[config.mk]
export PLATFORM = sky130hd
export DESIGN_NAME = jedro_1_lsu
export DESIGN_NICKNAME = d
export VERILOG_FILES = /design/src/rtl/jedro_1_defines.sv /design/src/rtl/jedro_1_lsu_align.sv /design/src/rtl/jedro_1_lsu.sv
export SDC_FILE = /design/constraint.sdc
export NUM_CORES = 1
export LEC_CHECK = 0
export ABC_AREA = 1
export BUFFER_PORTS_ARGS = -buffer_cell sky130_fd_sc_hd__buf_4
export CAP_MARGIN = 40
export CORE_MARGIN = 1
export CORE_UTILIZATION = 53
export CTS_CLUSTER_DIAMETER = 200
export DETAILED_ROUTE_END_ITERATION = 7
export GPL_ROUTABILITY_DRIVEN = 1
export HOLD_SLACK_MARGIN = 0.1
export PLACE_DENSITY = 0.95
export SLEW_MARGIN = 10
export SYNTH_ARGS = -nofsm -noshare
export SYNTH_HDL_FRONTEND = slang
export SYNTH_SLANG_ARGS = --single-unit
[constraint.sdc]
create_clock -name clk_i -period 2.8 [get_ports clk_i]
set_input_delay 0.42 -clock clk_i [delete_from_list [all_inputs] [get_ports clk_i]]
set_output_delay 0.42 -clock clk_i [all_outputs]
set_load 0.03 [all_outputs]
[src/rtl/jedro_1_defines.sv]
// rtl/jedro_1_defines.sv - shared widths, size/state encodings and lane helpers for the LSU
package jedro_1_defines;

    localparam int DATA_WIDTH     = 32;
    localparam int REG_ADDR_WIDTH = 5;

    typedef enum logic [1:0] {
        LSU_SIZE_BYTE = 2'b00,
        LSU_SIZE_HALF = 2'b01,
        LSU_SIZE_WORD = 2'b10,
        LSU_SIZE_RSVD = 2'b11
    } lsu_size_e;

    typedef enum logic [1:0] {
        LSU_IDLE = 2'b00,
        LSU_REQ  = 2'b01,
        LSU_WAIT = 2'b10
    } lsu_state_e;

    function automatic logic [3:0] lsu_be(input lsu_size_e size, input logic [1:0] addr_lo);
        case (size)
            LSU_SIZE_BYTE: lsu_be = 4'b0001 << addr_lo;
            LSU_SIZE_HALF: lsu_be = 4'b0011 << {addr_lo[1], 1'b0};
            default:       lsu_be = 4'b1111;
        endcase
    endfunction

    function automatic logic [31:0] lsu_wdata(input lsu_size_e size, input logic [31:0] wdata);
        case (size)
            LSU_SIZE_BYTE: lsu_wdata = {4{wdata[7:0]}};
            LSU_SIZE_HALF: lsu_wdata = {2{wdata[15:0]}};
            default:       lsu_wdata = wdata;
        endcase
    endfunction

    // Reserved size behaves as a word, so it is misaligned under the same rule.
    function automatic logic lsu_misaligned(input lsu_size_e size, input logic [1:0] addr_lo);
        case (size)
            LSU_SIZE_BYTE: lsu_misaligned = 1'b0;
            LSU_SIZE_HALF: lsu_misaligned = addr_lo[0];
            default:       lsu_misaligned = (addr_lo != 2'b00);
        endcase
    endfunction

endpackage

[src/rtl/jedro_1_lsu_align.sv]
// rtl/jedro_1_lsu_align.sv - selects the addressed load lane and sign/zero-extends it
module jedro_1_lsu_align
    import jedro_1_defines::*;
#(
    parameter int DATA_WIDTH = 32
) (
    input  logic [DATA_WIDTH-1:0] rdata,
    input  lsu_size_e             size,
    input  logic                  is_unsigned,
    input  logic [1:0]            addr_lo,
    output logic [DATA_WIDTH-1:0] data
);

    logic [7:0]  byte_lane;
    logic [15:0] half_lane;

    always_comb begin
        byte_lane = rdata[{addr_lo, 3'b000} +: 8];
        half_lane = addr_lo[1] ? rdata[31:16] : rdata[15:0];
        case (size)
            LSU_SIZE_BYTE: data = {{(DATA_WIDTH-8){~is_unsigned & byte_lane[7]}}, byte_lane};
            LSU_SIZE_HALF: data = {{(DATA_WIDTH-16){~is_unsigned & half_lane[15]}}, half_lane};
            default:       data = rdata;
        endcase
    end

endmodule

[src/rtl/jedro_1_lsu.sv]
// rtl/jedro_1_lsu.sv - load/store unit with req/gnt/rvalid data bus; JEDRO_1_LSU_MISALIGN_CHECK_EN enables misalignment trapping
module jedro_1_lsu #(
    parameter int DATA_WIDTH     = jedro_1_defines::DATA_WIDTH,
    parameter int REG_ADDR_WIDTH = jedro_1_defines::REG_ADDR_WIDTH
) (
    input  logic                      clk_i,
    input  logic                      rstn_i,
    input  logic                      ctrl_valid_i,
    output logic                      ctrl_ready_o,
    input  logic                      ctrl_we_i,
    input  logic [1:0]                ctrl_size_i,
    input  logic                      ctrl_unsigned_i,
    input  logic [31:0]               ctrl_addr_i,
    input  logic [DATA_WIDTH-1:0]     ctrl_wdata_i,
    input  logic [REG_ADDR_WIDTH-1:0] ctrl_rd_i,
    output logic                      wb_valid_o,
    output logic [REG_ADDR_WIDTH-1:0] wb_addr_o,
    output logic [DATA_WIDTH-1:0]     wb_data_o,
    output logic                      done_o,
    output logic                      err_o,
    output logic                      misaligned_o,
    output logic [31:0]               err_addr_o,
    output logic                      data_req_o,
    input  logic                      data_gnt_i,
    input  logic                      data_rvalid_i,
    output logic                      data_we_o,
    output logic [3:0]                data_be_o,
    output logic [31:0]               data_addr_o,
    output logic [DATA_WIDTH-1:0]     data_wdata_o,
    input  logic [DATA_WIDTH-1:0]     data_rdata_i,
    input  logic                      data_err_i
);
    import jedro_1_defines::*;

    lsu_state_e                state;
    logic                      we_q;
    logic                      unsigned_q;
    lsu_size_e                 size_q;
    logic [31:0]               addr_q;
    logic [REG_ADDR_WIDTH-1:0] rd_q;
    logic [DATA_WIDTH-1:0]     load_data;
    logic                      misaligned;
    lsu_size_e                 ctrl_size;

    assign ctrl_size    = lsu_size_e'(ctrl_size_i);
    assign ctrl_ready_o = (state == LSU_IDLE);

`ifdef JEDRO_1_LSU_MISALIGN_CHECK_EN
    assign misaligned = lsu_misaligned(ctrl_size, ctrl_addr_i[1:0]);
`else
    assign misaligned = 1'b0;
`endif

    jedro_1_lsu_align #(
        .DATA_WIDTH (DATA_WIDTH)
    ) u_align (
        .rdata       (data_rdata_i),
        .size        (size_q),
        .is_unsigned (unsigned_q),
        .addr_lo     (addr_q[1:0]),
        .data        (load_data)
    );

    always_ff @(posedge clk_i or negedge rstn_i) begin
        if (!rstn_i) begin
            state        <= LSU_IDLE;
            we_q         <= 1'b0;
            unsigned_q   <= 1'b0;
            size_q       <= LSU_SIZE_BYTE;
            addr_q       <= '0;
            rd_q         <= '0;
            wb_valid_o   <= 1'b0;
            wb_addr_o    <= '0;
            wb_data_o    <= '0;
            done_o       <= 1'b0;
            err_o        <= 1'b0;
            misaligned_o <= 1'b0;
            err_addr_o   <= '0;
            data_req_o   <= 1'b0;
            data_we_o    <= 1'b0;
            data_be_o    <= '0;
            data_addr_o  <= '0;
            data_wdata_o <= '0;
        end else begin
            wb_valid_o   <= 1'b0;
            done_o       <= 1'b0;
            err_o        <= 1'b0;
            misaligned_o <= 1'b0;
            case (state)
                LSU_IDLE: begin
                    if (ctrl_valid_i) begin
                        we_q       <= ctrl_we_i;
                        unsigned_q <= ctrl_unsigned_i;
                        size_q     <= ctrl_size;
                        addr_q     <= ctrl_addr_i;
                        rd_q       <= ctrl_rd_i;
                        if (misaligned) begin
                            misaligned_o <= 1'b1;
                            err_addr_o   <= ctrl_addr_i;
                        end else begin
                            state        <= LSU_REQ;
                            data_req_o   <= 1'b1;
                            data_we_o    <= ctrl_we_i;
                            data_be_o    <= lsu_be(ctrl_size, ctrl_addr_i[1:0]);
                            data_addr_o  <= {ctrl_addr_i[31:2], 2'b00};
                            data_wdata_o <= lsu_wdata(ctrl_size, ctrl_wdata_i);
                        end
                    end
                end
                LSU_REQ: begin
                    if (data_gnt_i) begin
                        data_req_o <= 1'b0;
                        state      <= LSU_WAIT;
                    end
                end
                LSU_WAIT: begin
                    if (data_rvalid_i) begin
                        state <= LSU_IDLE;
                        if (data_err_i) begin
                            err_o      <= 1'b1;
                            err_addr_o <= addr_q;
                        end else begin
                            done_o <= 1'b1;
                            // x0 destination: the access still happens, only writeback is dropped
                            if (!we_q && rd_q != '0) begin
                                wb_valid_o <= 1'b1;
                                wb_addr_o  <= rd_q;
                                wb_data_o  <= load_data;
                            end
                        end
                    end
                end
                default: state <= LSU_IDLE;
            endcase
        end
    end

endmodule

# Yosys cells after proc, flatten, opt, wreduce, memory -nomap -nowiden

Cells that the tools add are included.

Input port bits: 111
Flip-flop bits (word level): 182
Output and inout bits: 144
Word-level logic and storage cells: 63

Eq/ne operators: 7
Muxes and demuxes: 21
Reduce and logical (&&, ||, !) cells: 12
Shift operators: 3
Bitwise operators: 4

Operators with widths:

| kind                                            | count |
|---|---|
| one-hot mux 32 bit (2 select lines)             | 2 |
| variable part select 32 x 6 -> 8 bit            | 1 |
| two-way mux 16 bit                              | 1 |
| two-way mux 1 bit                               | 12 |
| AND reduction 3 bit                             | 3 |
| one-hot mux 4 bit (2 select lines)              | 1 |
| == test 2 x 1 -> 1 bit, second input constant   | 3 |
| logical NOT 2 bit                               | 3 |
| two-way mux 2 bit                               | 3 |
| inequality test 2 bit, second input constant    | 3 |
| one-hot mux 2 bit (3 select lines)              | 1 |
| nonzero test 5 bit                              | 1 |
| AND reduction 4 bit                             | 1 |
| left shift 1 x 2 -> 4 bit, first input constant | 1 |
| left shift 2 x 2 -> 4 bit, first input constant | 1 |
| AND 1 bit                                       | 2 |
| == test 2 bit, second input constant            | 1 |
| NOT 1 bit                                       | 2 |
| one-hot mux 1 bit (2 select lines)              | 1 |
| AND reduction 2 bit                             | 1 |
| nonzero test 2 bit                              | 1 |
| logical AND 1 bit                               | 1 |
| logical NOT 1 bit                               | 1 |

# Logic depth before layout (Yosys ltp)

Word-level depth: 6
Depth in mapped cells: 9
Gate-level depth less buffers: 9

# Cells and area by module

A second synthesis with hierarchy kept.

Cells, all modules: 866
Area, all modules: 7243.2 µm²

By module, submodules not included:

| module            | area an instance (µm²) | cells each | instances | seq. area each (µm²) |
|---|---|---|---|---|
| jedro_1_lsu       | 6368.6                 | 708        | 1         | 3803.6 |
| jedro_1_lsu_align | 874.6                  | 158        | 1         | 0.0 |

# Worst setup path before layout

Ideal clock, no wire load.

Path kind: register to register
From: register state[1]
To: register data_be_o[2]
Setup time: 0.080 ns
Stages on the path, launching flop included: 8
Required time: 2.720 ns
Arrival: 1.431 ns
Slack: 1.288 ns
Clock period less this slack: 1.512 ns
Buffers on the path: 2
Path through: dfrtp_1 nor2_2 nand2_2 inv_2 buf_4 buf_6 nand2_1 o211ai_2

Word-level cells in the longest chain between the ends: 2

RTL lines:

| item                          | line               | text |
|---|---|---|
| start: declaration            | jedro_1_lsu.sv:35  | `lsu_state_e state;` |
| start signal: assignment      | jedro_1_lsu.sv:66  | `state <= LSU_IDLE;` |
| start signal: assignment      | jedro_1_lsu.sv:101 | `state <= LSU_REQ;` |
| start signal: assignment      | jedro_1_lsu.sv:113 | `state <= LSU_WAIT;` |
| logical NOT 2 bit             | -                  |  |
| net ctrl_ready_o              | jedro_1_lsu.sv:9   | `output logic ctrl_ready_o,` |
| AND reduction 2 bit (no line) | -                  |  |
| end signal: assignment        | jedro_1_lsu.sv:104 | `data_be_o <= lsu_be(ctrl_size, ctrl_addr_i[1:0]);` |
| end: declaration              | jedro_1_lsu.sv:27  | `output logic [3:0] data_be_o,` |

The timed path passes the listed nets, and every way through them passes these cells.
A chain may end at the register's enable or synchronous reset.

# Worst setup path in the final report

From: register addr_q[1]
To: register wb_data_o[10]

Word-level cells in the longest chain between the ends: 3
Elaborated cells on any way between the ends: 4
Those cells by class: shift: 1; mux: 2; bitwise: 1

RTL lines:

| item                                    | line                    | text |
|---|---|---|
| start: declaration                      | jedro_1_lsu.sv:39       | `logic [31:0] addr_q;` |
| start signal: assignment                | jedro_1_lsu.sv:95       | `addr_q <= ctrl_addr_i;` |
| variable part select 32 x 6 -> 8 bit    | jedro_1_lsu_align.sv:18 | `byte_lane = rdata[{addr_lo, 3'b000} +: 8];` |
| AND 1 bit                               | jedro_1_lsu_align.sv:21 | `LSU_SIZE_BYTE: data = {{(DATA_WIDTH-8){~is_unsigned & byte_lane[7]}}, byte_lane};` |
| one-hot mux 32 bit (2 select lines) (*) | jedro_1_lsu_align.sv:20 | `case (size)` |
| end signal: assignment                  | jedro_1_lsu.sv:128      | `wb_data_o <= load_data;` |
| end: declaration                        | jedro_1_lsu.sv:18       | `output logic [DATA_WIDTH-1:0] wb_data_o,` |

Mark *: on every way between the ends. The rest lies on a longest branch, timed or not.

==> qor.yml <==
logic_synthesis:
  async_flop_share_pct: 100
  synthesis.area_sq_um: 6940
  avgSynthCellArea_sq_um: 8.35
  synth_edf_count: 0
  synth_top_flop_cell: "dfrtp_1"
  ys.warnings.count: 0
  ys_ff_latch: 152
  ys_seq_area_share_pct: 54.8
  syn-instance-count: 831
  ys_types: 29
worst_setup_path:
  cpMaxStageDelayCell: "dfrtp_1"
  r2r-start: "addr_q[1]"
  r2r_cells: 9
  cpMostUsedCell: "nand2_1"
  crit_start: "addr_q[1]"
  crit_arrival_ps: 2230
  worstSetupEndpoint: "wb_data_o[10]"
  cp-start-kind: "flip-flop"
  endpoint_kind: "flip-flop"
  cp_max_fo: 25
  critical_path_required_ps: 3110
  path_cells: "inv_2 -> nand2_1 -> nand2_1 -> nand2_2 -> nand2_1 -> nand2_2 -> nand2_1 -> nand2_1 -> nand2_1"
  cp_slowest_stage_delay_ps: 790
  crit_type: "flip-flop to flip-flop"
  r2r-end: "wb_data_o[10]"
  r2r_setup_slack_ps: 880
run:
  drv_cap: 0
timing:
  max_freq_ghz: 0.521
  setup-tns-final_ps: 0
  tightest_slew_ps: 702
  relSlewSlack_pct: 53.2
  fin_skew_ps: 6.12
  hold_viol: 0
  final_max_slew_viol_count: 0
  setup_viol: 0
  fin_crit_ps: 1920
  post-route-period-util_pct: 68.6
  rsz0062_at_grt: "no"
global_route:
  track_usage_pct: 28.9
  grt_pass1_vias: 6159
  antenna_found_initial: 0
  grt_pass1_wl_um: 29400
  grt_remaining_overflow: 0
  grt_start_max_net_pins: 73
layout:
  multi_input_comb_area_sq_um: 2360
  fin_nets: 1149
  seqCellArea_sq_um: 3800
  area_delta_synth_final_pct: 33.2
  fin_cells: 1222
  n_antenna_cell: 0
  fillerInstances: 880
  drive_gt1_share_pct: 30.1
placement:
  gp_congestion: 0.877
  place_inst: 1190
  dp_hpwl_um: 13500
  portBuffers: 251
routing:
  drc: 0
  vias: 6351
  drt_first_iter_violations: 538
  drt-vias-per-instance: 5.20
  wl_per_cell_um: 15.6
  drt_wl_total_um: 19000
  drtPass1Iterations: 5
  antenna_left: 0
floorplanning:
  core.rowCount: 41
  io_pins: 255
  dieWidth_um: 116
  die_h_um: 116
  initial_core_util_pct: 54.7
  die_area_sq_um: 13500
  design.core.area_sq_um: 12700
cts:
  root_buffer: "clkbuf_16"
  clockBufferDepth: 2
  path_clk_slew_ps: 60
  worstSkewPairLatency_ps: 420
  post_cts_buffers: 0
  h-tree-depth: 4
  cts_sinks: 152
  cts_tree: "done"
  numCtsBuffers: 17
hold_path:
  hp-class: "primary input to flip-flop"
run_status:
  outcome: "finished clean"
power:
  p_leak_nw: 4.97
  power_mw: 12.0
  power.density_nw_per_um2: 1300
  vdd_drop_max_mv: 1.03
==> cell usage in the layout, fill, tap and decap left out, types with 2 or more instances in the layout <==
master and instances:
o21ai_0 127, o21ai_1 10, nor2_1 50, a21oi_2 11, nand2_4 2, nand3_1 16, nand2_2 4, inv_1 79
buf_4 256, clkbuf_1 3, a31oi_1 2, clkbuf_16 17, buf_12 2, nand2_1 250, a21oi_1 38, dfrtp_1 152
inv_6 2, clkinvlp_4 3, bufinv_16 2, clkinv_2 4, inv_2 4, conb_1 3
==> stage by stage <==
stage | hold slack [ps] | cell area (sq um) | utilization, % | setup slack [ps]
floorplan | 124 | 6940 | - | 1290
global placement | 425 | 8670 | 68.4 | 986
detailed placement | 424 | 8670 | 68.4 | 933
CTS | 172 | 9240 | 72.9 | 895
global route | 174 | 9240 | 72.9 | 693
finish | 190 | 9240 | 72.9 | 880
==> registers in the layout, summed over array words and instances (netlist names) <==
register	cells
we_q	1
data_req_o	1
data_be_o	4
err_o	1
unsigned_q	1
wb_addr_o	5
addr_q	32
rd_q	5
size_q	2
state	2
done_o	1
data_wdata_o	32
err_addr_o	32
wb_data_o	32
wb_valid_o	1
==> repair_timing <==
item	4_1_cts	5_1_grt
hold endpoints to repair	58	0
hold buffers	1	0
endpoints found under the setup margin	0	0
gates resized for setup	0	0
==> final cells by class <==
type                            instances  share of cell area [%]
Clock buffer                           20                    4.72
Clock inverter                         11                    1.34
Inverter                               84                    3.42
Multi-Input combinational cell        523                    25.6
Sequential cell                       152                    41.2
Tap cell                              172                    2.33
Timing Repair Buffer                  260                    21.5
==> power breakdown <==
group | internal, mW | switching, mW
logic | 2.01 | 3.89
clock network | 1.31 | 0.894
registers | 3.23 | 0.700
==> synthesized netlist by cell type, types with 2 or more instances <==
cell type  number  share of area [%]
buf_2          20                1.4
buf_4          34                3.7
nor2_1         50                2.7
clkbuf_1       16               0.87
buf_6           4               0.65
dfrtp_1       152                 55
a21oi_1        38                2.7
inv_1          79                4.3
o21ai_1        10               0.72
o21ai_0       127                9.2
nand2_4         2               0.32
a31oi_1         2               0.18
nand3_1        16                1.2
inv_2           4               0.22
a21oi_2        11                1.4
nand2_1       250                 14
nand2_2         4               0.36
==> worst max-delay path, delay by kind of cell (launching register included) <==
kind	cells	cell delay, ps
and+or+nand+nor	8	780
DFF	1	790
buffers and inverters	1	240
==> cell families (layout without fill, tap and decap cells) <==
logic type	after synthesis	after routing	synth area share, %
buffers and inverters	158	375	11.2
flip-flops	152	152	54.8
AND/OR/NAND/NOR	330	330	19.4
other	1	3	0.0541
AO/OA/AOI/OAI	190	190	14.5
==> per-layer routing <==
layer,global-route usage [%],vias to the layer above,routed length [um]
met1,33.0,2974,7250
li1,-,2995,-
met3,8.30,59,1610
met2,49.4,323,9460
met4,14.7,0,710
met5,0,-,0
==> worst min path at each step <==
stage                     from          to  slack, ps  cells past startpoint
floorplan               rstn_i   addr_q[0]        120                      0
detailed placement      rstn_i  addr_q[26]        420                      1
global route        data_gnt_i    state[0]        170                      2
finish              data_gnt_i    state[0]        190                      2
global placement        rstn_i  addr_q[26]        430                      1
CTS                 data_gnt_i    state[0]        170                      2
(Power assumes the default switching activity.)
